==> src/rtl/tone_sequencer_if.sv <==
// Note-command channel between the melody reader and the tone sequencer.
interface tone_sequencer_if;
   logic        note_valid;
   logic        note_ready;
   logic [3:0]  note_code;
   logic [15:0] note_ms;

   // Command producer (melody ROM reader / control FSM)
   modport master (
      output note_valid,
      output note_code,
      output note_ms,
      input  note_ready
   );

   // Command consumer (tone sequencer)
   modport slave (
      input  note_valid,
      input  note_code,
      input  note_ms,
      output note_ready
   );
endinterface

==> src/rtl/tone_sequencer.sv <==
// Tone sequencer: turns note commands into divide counts for the clock divider,
// times each note in ms ticks and follows it with a fixed silent gap.
module tone_sequencer #(
   parameter int unsigned TICKS_PER_MS = 50000,
   parameter int unsigned GAP_MS       = 10
) (
   input  logic              inclk,
   input  logic              Reset,
   tone_sequencer_if.slave   cmd,
   output logic [31:0]       div_clk_count,
   output logic              div_reset,
   output logic              busy
);

   localparam int unsigned PRESC_W   = $clog2(TICKS_PER_MS);
   localparam int unsigned MS_W      = 16;
   localparam int unsigned CNT_W     = 32;
   localparam logic [CNT_W-1:0] RESET_COUNT = 32'd95556;

   typedef enum logic [1:0] {
      ST_IDLE = 2'd0,
      ST_PLAY = 2'd1,
      ST_GAP  = 2'd2
   } state_t;

   state_t             state_q, state_d;
   logic [PRESC_W-1:0] presc_q, presc_d;
   logic [MS_W-1:0]    ms_cnt_q, ms_cnt_d;
   logic [MS_W-1:0]    note_ms_q, note_ms_d;
   logic [CNT_W-1:0]   div_clk_count_q, div_clk_count_d;
   logic               div_reset_q, div_reset_d;
   logic               note_ready_q, note_ready_d;
   logic               busy_q, busy_d;

   logic               accept_c;
   logic               tick_c;
   logic [MS_W:0]      ms_next_c;

   // Note code to divide count (50 MHz, divider period = 2*count)
   function automatic logic [CNT_W-1:0] note_count(input logic [2:0] code);
      logic [CNT_W-1:0] cnt;
      case (code)
         3'd0:    cnt = 32'd95556;
         3'd1:    cnt = 32'd85131;
         3'd2:    cnt = 32'd75843;
         3'd3:    cnt = 32'd71586;
         3'd4:    cnt = 32'd63776;
         3'd5:    cnt = 32'd56818;
         3'd6:    cnt = 32'd50619;
         default: cnt = 32'd47778;
      endcase
      return cnt;
   endfunction

   // Handshake, ms-tick detection and the one-ahead ms count (17 bits so 16'hFFFF never wraps)
   always_comb begin
      accept_c  = cmd.note_valid && note_ready_q;
      tick_c    = (CNT_W'(presc_q) == CNT_W'(TICKS_PER_MS - 1));
      ms_next_c = (MS_W+1)'(ms_cnt_q) + (MS_W+1)'(1);
   end

   // Next-state and registered-output logic
   always_comb begin
      state_d         = state_q;
      presc_d         = presc_q;
      ms_cnt_d        = ms_cnt_q;
      note_ms_d       = note_ms_q;
      div_clk_count_d = div_clk_count_q;
      div_reset_d     = div_reset_q;

      case (state_q)
         ST_IDLE: begin
            div_reset_d = 1'b1;
            if (accept_c) begin
               note_ms_d = cmd.note_ms;
               presc_d   = '0;
               ms_cnt_d  = '0;
               if (cmd.note_ms == '0) begin
                  state_d = ST_GAP;
               end else begin
                  state_d = ST_PLAY;
                  // Rests leave the divider silenced and its count untouched
                  if (!cmd.note_code[3]) begin
                     div_clk_count_d = note_count(cmd.note_code[2:0]);
                     div_reset_d     = 1'b0;
                  end
               end
            end
         end

         ST_PLAY: begin
            if (tick_c) begin
               presc_d = '0;
               if (ms_next_c == (MS_W+1)'(note_ms_q)) begin
                  state_d     = ST_GAP;
                  ms_cnt_d    = '0;
                  div_reset_d = 1'b1;
               end else begin
                  ms_cnt_d = ms_next_c[MS_W-1:0];
               end
            end else begin
               presc_d = presc_q + PRESC_W'(1);
            end
         end

         ST_GAP: begin
            div_reset_d = 1'b1;
            if (GAP_MS == 0) begin
               state_d = ST_IDLE;
            end else if (tick_c) begin
               presc_d = '0;
               if (CNT_W'(ms_next_c) == CNT_W'(GAP_MS)) begin
                  state_d  = ST_IDLE;
                  ms_cnt_d = '0;
               end else begin
                  ms_cnt_d = ms_next_c[MS_W-1:0];
               end
            end else begin
               presc_d = presc_q + PRESC_W'(1);
            end
         end

         default: begin
            state_d     = ST_IDLE;
            presc_d     = '0;
            ms_cnt_d    = '0;
            div_reset_d = 1'b1;
         end
      endcase

      note_ready_d = (state_d == ST_IDLE);
      busy_d       = (state_d != ST_IDLE);
   end

   // State and output registers, synchronous active-high reset
   always_ff @(posedge inclk) begin
      if (Reset) begin
         state_q         <= ST_IDLE;
         presc_q         <= '0;
         ms_cnt_q        <= '0;
         note_ms_q       <= '0;
         div_clk_count_q <= RESET_COUNT;
         div_reset_q     <= 1'b1;
         note_ready_q    <= 1'b1;
         busy_q          <= 1'b0;
      end else begin
         state_q         <= state_d;
         presc_q         <= presc_d;
         ms_cnt_q        <= ms_cnt_d;
         note_ms_q       <= note_ms_d;
         div_clk_count_q <= div_clk_count_d;
         div_reset_q     <= div_reset_d;
         note_ready_q    <= note_ready_d;
         busy_q          <= busy_d;
      end
   end

   assign cmd.note_ready = note_ready_q;
   assign div_clk_count  = div_clk_count_q;
   assign div_reset      = div_reset_q;
   assign busy           = busy_q;

endmodule

==> src/flat_wrapper.sv <==
// flat-port wrapper written by rule: the top's interface ports become plain ports
module tone_sequencer_flat 
#(
   parameter int unsigned TICKS_PER_MS = 50000,
   parameter int unsigned GAP_MS       = 10
)
  (inclk, Reset, div_clk_count, div_reset, busy, cmd_note_valid, cmd_note_code, cmd_note_ms, cmd_note_ready);
  tone_sequencer_if cmd_i ();
  input  logic inclk;
  input  logic Reset;
  output logic [31:0] div_clk_count;
  output logic div_reset;
  output logic busy;
  input wire logic [$bits(cmd_i.note_valid)-1:0] cmd_note_valid;
  input wire logic [$bits(cmd_i.note_code)-1:0] cmd_note_code;
  input wire logic [$bits(cmd_i.note_ms)-1:0] cmd_note_ms;
  output wire logic [$bits(cmd_i.note_ready)-1:0] cmd_note_ready;
  assign cmd_i.note_valid = cmd_note_valid;
  assign cmd_i.note_code = cmd_note_code;
  assign cmd_i.note_ms = cmd_note_ms;
  assign cmd_note_ready = cmd_i.note_ready;
  tone_sequencer #(.TICKS_PER_MS(TICKS_PER_MS), .GAP_MS(GAP_MS)) u_core (.inclk(inclk), .Reset(Reset), .cmd(cmd_i), .div_clk_count(div_clk_count), .div_reset(div_reset), .busy(busy));
endmodule
==> config.mk <==
export PLATFORM = sky130hd
export DESIGN_NAME = tone_sequencer_flat
export DESIGN_NICKNAME = d
export VERILOG_FILES = /design/src/rtl/tone_sequencer_if.sv /design/src/rtl/tone_sequencer.sv /design/src/flat_wrapper.sv
export SDC_FILE = /design/constraint.sdc
export NUM_CORES = 1
export LEC_CHECK = 0
export ABC_AREA = 1
export CORE_MARGIN = 3
export CORE_UTILIZATION = 59
export DETAILED_ROUTE_END_ITERATION = 10
export PLACE_DENSITY = 0.93
export SYNTH_ARGS = -nofsm -noshare
export SYNTH_HDL_FRONTEND = slang
export SYNTH_SLANG_ARGS = --single-unit
==> constraint.sdc <==
create_clock -name inclk -period 5.9 [get_ports inclk]
set_input_delay 1.18 -clock inclk [delete_from_list [all_inputs] [get_ports inclk]]
set_output_delay 1.18 -clock inclk [all_outputs]
set_load 0.005 [all_outputs]
After elaboration in Yosys (flattened, before gate mapping)

Cells that the tools add are included.

Flip-flop bits (word level): 85
Bits of input ports: 23
Output and inout bits: 35
Word-level logic and storage cells: 60

Add/sub/neg operators: 2
Equality and inequality tests: 15
Muxes and demuxes: 22
Bitwise operators: 2
Reduce and logical (&&, ||, !) cells: 11

Operators with widths:

| kind                    | number |
|---|---|
| $pmux W17 S7            | 1 |
| $mux W16                | 6 |
| $pmux W16 S3            | 1 |
| $pmux W16 S2            | 1 |
| $add A16 B1 Y17 const B | 1 |
| $eq A17 B16 Y1          | 1 |
| $eq A17 B4 Y1 const B   | 1 |
| $add A16 B1 Y16 const B | 1 |
| $eq A16 B16 Y1 const B  | 1 |
| $logic_not A16 Y1       | 1 |
| $mux W2                 | 6 |
| $eq A3 B3 Y1 const B    | 3 |
| $ne A2 B1 Y1 const B    | 4 |
| $eq A3 B2 Y1 const B    | 2 |
| $pmux W2 S3             | 1 |
| $mux W1                 | 5 |
| $logic_not A2 Y1        | 2 |
| $reduce_and A2 Y1       | 2 |
| $reduce_and A4 Y1       | 1 |
| $eq A3 B1 Y1 const B    | 1 |
| $logic_not A3 Y1        | 1 |
| $reduce_and A3 Y1       | 1 |
| $eq A2 B1 Y1 const B    | 1 |
| $eq A2 B2 Y1 const B    | 1 |
| 5 further kinds         | 6 |

Depth between registers and ports, before layout

Gate-level depths: netlist (run 1).

Depth after elaboration: 6
Depth in mapped cells: 17

Worst setup path after synthesis (run 1)

No wires, ideal clock.

Path type: input-to-reg
Start: input cmd_note_valid
End: register u_core.presc_q[15]
Library setup time: 0.119 ns
Data arrival time: 2.525 ns
Required time: 5.781 ns
Slack: 3.256 ns
Stages: 13
Cell sequence: nand2_1 -> nand2_2 -> nand4_1 -> nor3_1 -> inv_1 -> nor2_1 -> inv_1 -> nor2_1 -> nand2_1 -> nor2_1 -> nand3_1 -> o21ai_0 -> a21oi_1

Word-level cells in the longest chain between the ends: 2

Ends and longest elaborated chain:

| item                          | line                  | RTL |
|---|---|---|
| start: declaration            | flat_wrapper.sv:14    | `input wire logic [$bits(cmd_i.note_valid)-1:0] cmd_note_valid;` |
| $logic_and A1 B1 Y1           | tone_sequencer.sv:57  | `accept_c = cmd.note_valid && note_ready_q;` |
| $ne A2 B1 Y1 (no source line) | -                     |  |
| end signal: assignment        | tone_sequencer.sv:148 | `presc_q <= presc_d;` |
| end: declaration              | tone_sequencer.sv:27  | `logic [PRESC_W-1:0] presc_q, presc_d;` |

No other way between the ends.
A chain may end at the register's enable or synchronous reset.

Final worst setup path (run 1)

Start: input cmd_note_ms[10]
End: register u_core.div_clk_count_q[0] (netlist: u_core.div_clk_count[0])

Word-level cells in the longest chain between the ends: 3

Ends and longest elaborated chain:

| item                               | line                  | RTL |
|---|---|---|
| start: declaration                 | flat_wrapper.sv:16    | `input wire logic [$bits(cmd_i.note_ms)-1:0] cmd_note_ms;` |
| $logic_not A16 Y1                  | tone_sequencer.sv:78  | `if (cmd.note_ms == '0) begin` |
| $not A1 Y1 (no source line)        | -                     |  |
| $reduce_and A4 Y1 (no source line) | -                     |  |
| end signal: assignment             | tone_sequencer.sv:151 | `div_clk_count_q <= div_clk_count_d;` |
| end: declaration                   | tone_sequencer.sv:30  | `logic [CNT_W-1:0] div_clk_count_q, div_clk_count_d;` |

No other way between the ends.

==> results of run 1 <==
-- how the worst max path moves through the flow --
stage | startpoint | end | cells after the start
6_report | cmd_note_ms[10] | u_core.div_clk_count[0]$_SDFFE_PP0P_ | 11
4_1_cts | cmd_note_ms[10] | u_core.div_clk_count[0]$_SDFFE_PP0P_ | 11
3_5_place_dp | cmd_note_ms[10] | u_core.div_clk_count[0]$_SDFFE_PP0P_ | 11
5_1_grt | cmd_note_ms[10] | u_core.div_clk_count[0]$_SDFFE_PP0P_ | 11
3_3_place_gp | cmd_note_valid | u_core.div_clk_count[0]$_SDFFE_PP0P_ | 9
2_1_floorplan | cmd_note_valid | u_core.presc_q[15]$_SDFFE_PP0N_ | 13
-- critical path, delay by kind of cell --
family                 cells  cell delay, ns
and+or+nand+nor            6            1.10
buffers and inverters      2            0.99
AOI/OAI and AO/OA          3            0.62
-- cell usage in the layout (no fill, tap or decap) --
| cell type | n |
|---|---|
| nor2_1 | 58 |
| a21oi_2 | 1 |
| ha_1 | 7 |
| clkinv_4 | 2 |
| nand3_2 | 5 |
| bufinv_16 | 2 |
| nand4_1 | 15 |
| o211ai_1 | 2 |
| nor2_4 | 4 |
| nand3b_1 | 1 |
| o21ai_0 | 29 |
| a221oi_1 | 2 |
| nand2_4 | 1 |
| or2_2 | 2 |
| clkbuf_8 | 10 |
| xnor2_1 | 2 |
| clkinvlp_4 | 1 |
| buf_4 | 2 |
| a21oi_1 | 53 |
| conb_1 | 15 |
| inv_1 | 78 |
| o211a_1 | 1 |
| nor4_1 | 6 |
| xor2_1 | 4 |
| clkdlybuf4s50_1 | 42 |
| a211oi_1 | 2 |
| clkinv_1 | 1 |
| nor2_2 | 5 |
| o21ai_2 | 1 |
| nor3_1 | 5 |
| a31oi_1 | 1 |
| nand3_1 | 56 |
| inv_6 | 1 |
| nand2_2 | 6 |
| dfxtp_1 | 70 |
| nand2_1 | 149 |
| o21a_1 | 3 |
-- metrics by stage --
stage               hold WS [ns]  setup WS [ns]  cells  cell area [sq um]
global route               0.502           1.92    722               4580
global placement           0.448           2.22    706               4350
floorplan                  0.438           3.26    615               4000
finish                     0.473           2.24    722               4580
CTS                        0.477           2.31    722               4580
detailed placement         0.454           2.05    706               4350
-- cells by family after synthesis --
| family | Yosys count |
|---|---|
| AOI/OAI and AO/OA | 95 |
| xor gates and xnor gates | 6 |
| adders and majority gates | 7 |
| buffers and inverters | 109 |
| DFF | 70 |
| other | 1 |
| and+or+nand+nor | 313 |
-- layout make-up --
| cell class | count | area (sq um) |
|---|---|---|
| inverter | 79 | 297 |
| sequential | 70 | 1400 |
| multi-input combinational | 436 | 2120 |
| fill | 507 | 1840 |
| tap | 77 | 96.3 |
| clock buffer | 10 | 138 |
| timing repair buffer | 44 | 435 |
| clock inverter | 6 | 93.8 |
-- per-layer routing --
layer / wire length, microns / global-route usage [%] / share of wire, % / up-vias
li1: - / - / - / 1995
met1: 4110 / 33.4 / 40 / 1841
met2: 5140 / 49.1 / 50 / 204
met3: 786 / 4.33 / 7.6 / 35
met4: 252 / 12.8 / 2.5 / 0
met5: 0 / 0 / 0 / -
-- power by group through the flow --
stage,clock (mW),combinational [mW],sequential (mW)
floorplan,0,0.132,0.527
detailed placement,0,0.198,0.530
CTS,0.449,0.202,0.520
finish,0.448,0.206,0.521
global placement,0,0.192,0.529
global route,0.472,0.227,0.523
-- state kept, by name, indices dropped and copies added (netlist names) --
| signal | cells |
|---|---|
| u_core.note_ms_q | 16 |
| u_core.state_q | 2 |
| u_core.cmd.note_ready | 1 |
| u_core.div_reset | 1 |
| u_core.busy | 1 |
| u_core.div_clk_count | 17 |
| u_core.presc_q | 16 |
| u_core.ms_cnt_q | 16 |
==> results.py, run 1 <==
metrics = {
    "yosys": {
        "synth_seq_area_share_pct": 35.5,
        "synth_area_per_cell_sq_um": 6.57,
        "synth_top_cell_by_area": "dfxtp_1",
        "synth.most_common_cell": "nand2_1",
        "synth-edff-count": 0,
        "ys_seq_elements": 70,
        "synth_compound_area_share_pct": 13.0,
        "yosys.area_share.simple_pct": 35.7,
        "syn_inst": 601,
        "yosys-top-cells-count": "nand2_1 (149), inv_1 (78), dfxtp_1 (70)",
        "muxShareOfSynthArea_pct": 0,
        "async_flop_share_pct": 0,
        "yosys.area.top_type_share_pct": 35.5,
        "yosysUniqueCellTypes": 34,
        "synthXorXnorAreaFrac_pct": 1.33,
        "synth_top_family_by_area": "simple AND/OR/NAND/NOR gates",
        "synthAdderAreaFrac_pct": 2.22,
        "ys.flop_type": "dfxtp_1",
        "synth_area_sq_mm": 0.00395,
        "yosysWarnings": 0,
        "netlist_top_cells_area": "dfxtp_1 (35%), nand2_1 (14%), inv_1 (7.4%)",
    },
    "placed_design": {
        "post-dp-hpwl_mm": 7.01,
        "gp_congestion": 0.941,
        "io_buffer_count": 42,
    },
    "grt": {
        "grt_max_degree": 32,
        "grt_pass1_wl_mm": 17.1,
        "gr-total-overflow": 0,
        "grt_pass1_vias": 3783,
        "grt_util_all_layers_pct": 28.0,
        "antenna_found_initial": 0,
    },
    "clock_network": {
        "cts_tree": "built",
        "holdBufCountCts": 0,
        "cts-buffers-inserted": 9,
        "cts.repair.resized": 0,
        "clock_sinks": 70,
        "clk-insertion-delay-late_ns": 0.35,
        "cts.path.max_buffers": 2,
        "root_buffer": "clkbuf_8",
        "post_cts_buffers": 0,
        "clk_pin_slew_ns": 0.08,
        "htree_num_levels": 3,
    },
    "detailed_routing": {
        "vias_per_cell": 5.64,
        "dr.first_iter.drc_count": 415,
        "routedWlPerCell_microns": 14.2,
        "drt_pass1_iterations": 7,
        "routed_wl_mm": 10.3,
        "route.vias.total": 4075,
        "drcViolationCount": 0,
        "postRouteAntennaNets": 0,
    },
    "final_layout": {
        "area_growth_pct": 15.9,
        "num_antenna_cells": 0,
        "fin_nets": 670,
        "drive_above_1_share_pct": 6.67,
        "final_util_pct": 71.3,
    },
    "sta": {
        "finalMaxSlewViolations": 0,
        "final.min_clock_period_ns": 3.66,
        "slew_headroom_pct": 39.2,
        "fin_skew_ns": 0.00954,
        "period_share_pct": 62.1,
        "timing.final.hold_violations": 0,
        "tightest_slew_ns": 0.908,
        "max_freq_mhz": 273,
        "rsz0062_at_grt": "false",
        "setup_viol": 0,
        "setup-tns-final_ns": 0,
    },
    "pwr": {
        "leakagePower_nw": 1.92,
        "p_per_area_mw_per_mm2": 256,
        "pwr-share-seq_pct": 44.4,
        "switching_share_pct": 29.1,
        "p_total_mw": 1.17,
        "switching_power_mw": 0.342,
        "peakVddDrop_mv": 0.240,
        "pwr-share-clk_pct": 38.1,
        "p_int_mw": 0.832,
        "p_comb_share_pct": 17.5,
    },
    "hold_path": {
        "hp-class": "register to register",
        "min_to": "u_core.div_clk_count[6]$_SDFFE_PP1P_",
        "worstHoldStart": "u_core.div_clk_count[6]$_SDFFE_PP1P_",
        "hold_depth": 2,
    },
    "floorplan": {
        "start_util_pct": 61.5,
        "coreArea_sq_mm": 0.00642,
        "boundaryPins": 58,
        "die-width_microns": 87.8,
        "dieHeight_microns": 87.8,
        "num_rows": 29,
        "dieArea_sq_mm": 0.00771,
    },
    "flow_run": {
        "drv_cap": 0,
    },
    "setup_path": {
        "worst_setup_path_start_kind": "primary input",
        "cpPeakStageDelay_ns": 0.70,
        "worst_ep_arrival_time_ns": 3.91,
        "critPathMaxFanout": 16,
        "r2r_cells": 10,
        "path_cells": "clkdlybuf4s50_1 > nor2_1 > nand2_1 > nor4_1 > nand3_1 > nand2_1 > nor2_1 > inv_1 > a21oi_1 > o21ai_0 > o211a_1",
        "cp_slowest_cell": "nor2_1",
        "crit_path_end_kind": "register",
        "critPathKind": "primary input to register",
        "r2r_start": "u_core.state_q[1]$_SDFF_PP0_",
        "rr_endpoint": "u_core.div_clk_count[0]$_SDFFE_PP0P_",
        "critPathRequiredTime_ns": 6.14,
        "regToRegSetupSlack_ns": 2.94,
    },
    "status": {
        "status": "completed",
    },
}
No activity file was read; power rests on OpenSTA's default activity.
==> inputs of run 2 (changes only) <==
- CORE_UTILIZATION: 59 -> 55
- PLACE_DENSITY: 0.93 -> 0.88
- clock period: 5.9 -> 3.4 ns (I/O delays scaled with it)
==> results.py, run 2 (synthesis gave the netlist of run 1 again) <==
metrics = {
    "final_layout": {
        "fin_nets": 673,
        "drive_above_1_share_pct": 7.10,
        "layout_common_cells": "nand2_1 (149), inv_1 (78), dfxtp_1 (70), nor2_1 (58), nand3_1 (56)",
        "num_antenna_cells": 0,
        "area_growth_pct": 18.0,
        "fillers": 543,
        "final_common_cell": "nand2_1",
        "largest_reg_flops": 17,
    },
    "detailed_routing": {
        "postRouteAntennaNets": 0,
        "drcViolationCount": 0,
        "routed_wl_mm": 9.89,
        "dr.first_iter.drc_count": 306,
        "route.vias.total": 4041,
        "drt_pass1_iterations": 4,
        "routedWlPerCell_microns": 13.3,
        "vias_per_cell": 5.43,
    },
    "placed_design": {
        "io_buffer_count": 42,
        "post-dp-hpwl_mm": 7.08,
        "gp_congestion": 0.919,
    },
    "grt": {
        "antenna_found_initial": 0,
        "grt_pass1_wl_mm": 17.0,
        "grt_max_degree": 32,
        "grt_util_all_layers_pct": 24.7,
        "gr-total-overflow": 0,
        "grt_pass1_vias": 3872,
    },
    "setup_path": {
        "worst_setup_path_start_kind": "primary input",
        "crit_path_end_kind": "register",
        "r2r_cells": 10,
        "critPathKind": "primary input to register",
        "critPathMaxFanout": 16,
        "critPathRequiredTime_ns": 3.64,
        "worst_ep_arrival_time_ns": 3.12,
    },
    "pwr": {
        "peakVddDrop_mv": 0.330,
        "p_total_mw": 2.16,
        "p_per_area_mw_per_mm2": 463,
        "pwr-share-seq_pct": 41.8,
        "switching_power_mw": 0.583,
        "switching_share_pct": 27.0,
        "p_comb_share_pct": 16.4,
        "pwr-share-clk_pct": 41.8,
        "p_int_mw": 1.58,
        "leakagePower_nw": 1.95,
    },
    "floorplan": {
        "die-width_microns": 90.8,
        "dieHeight_microns": 90.8,
        "coreArea_sq_mm": 0.00687,
        "start_util_pct": 57.5,
        "dieArea_sq_mm": 0.00824,
        "num_rows": 30,
        "boundaryPins": 58,
    },
    "sta": {
        "period_share_pct": 84.8,
        "setup_viol": 0,
        "final.min_clock_period_ns": 2.88,
        "fin_skew_ns": 0.00686,
        "finalMaxSlewViolations": 0,
        "timing.final.hold_violations": 0,
        "tightest_slew_ns": 0.852,
        "max_freq_mhz": 347,
        "slew_headroom_pct": 43.0,
        "setup-tns-final_ns": 0,
        "rsz0062_at_grt": "false",
    },
    "flow_run": {
        "drv_cap": 0,
    },
    "clock_network": {
        "post_cts_buffers": 0,
        "cts_tree": "built",
        "cts.repair.resized": 0,
        "root_buffer": "clkbuf_8",
        "cts-buffers-inserted": 9,
        "clk-insertion-delay-late_ns": 0.35,
        "clock_sinks": 70,
        "htree_num_levels": 3,
        "cts.path.max_buffers": 2,
        "holdBufCountCts": 0,
        "clk_pin_slew_ns": 0.08,
    },
    "status": {
        "status": "completed",
    },
    "hold_path": {
        "hold_depth": 2,
        "hp-class": "register to register",
    },
}
## run 2: cell types whose count changed in the layout (fill, tap and decap cells not counted), sizes merged
cell / before / now
clkbuf: 10 / 9
clkinv: 3 / 2
buf: 2 / 5
bufinv: 2 / 4
## run 2: through the flow
stage          hold WS (ns)  instances  util [%]  setup WS [ns]  instance area [sq um]
3_5_place_dp          0.457        728      64.0          0.226                   4400
6_report              0.473        744      67.9          0.517                   4660
4_1_cts               0.477        744      67.9          0.551                   4660
3_3_place_gp          0.450        728      64.0          0.339                   4400
2_1_floorplan         0.438        615         -           1.26                   4000
5_1_grt               0.490        744      67.9          0.322                   4660
## run 2: power by group through the flow
stage	Combinational (mW)	Sequential, mW	Clock [mW]
after floorplan	0.229	0.915	0
after global placement	0.339	0.918	0
after detailed placement	0.348	0.920	0
after CTS	0.352	0.902	0.905
after global routing	0.396	0.908	0.939
final	0.354	0.902	0.904
## run 2: critical path: stages
cell	delay, ns
clkdlybuf4s50_1	0.48
or2_2	0.11
nor4_1	0.07
nand3_1	0.11
nand2_1	0.10
nor2_1	0.66
inv_1	0.35
a21oi_1	0.26
o21ai_0	0.15
o211a_1	0.14
## run 2: final cells by class
class / instances / area (sq um) / area share (%)
Tap cell: 96 / 120 / 2.58
Sequential cell: 70 / 1400 / 30.0
Clock inverter: 7 / 145 / 3.11
Clock buffer: 9 / 124 / 2.66
Timing Repair Buffer: 47 / 458 / 9.82
Inverter: 79 / 297 / 6.36
Multi-Input combinational cell: 436 / 2120 / 45.4
## run 2: worst paths after layout
path / startpoint / endpoint / slack (ns)
max: cmd_note_ms[12] / u_core.div_clk_count[0]$_SDFFE_PP0P_ / 0.52
min: u_core.div_clk_count[9]$_SDFFE_PP0P_ / u_core.div_clk_count[9]$_SDFFE_PP0P_ / 0.47
max reg2reg: u_core.state_q[1]$_SDFF_PP0_ / u_core.div_clk_count[0]$_SDFFE_PP0P_ / 0.76
min reg2reg: u_core.div_clk_count[9]$_SDFFE_PP0P_ / u_core.div_clk_count[9]$_SDFFE_PP0P_ / 0.47
## run 2: metal layers
metal	vias to the layer above	global-route usage, %	share of wire, %
met2	144	43.3	50
met4	0	10.6	2.5
met1	1869	29.1	41
li1	2003	-	-
met5	-	0	0
met3	25	4.75	5.8
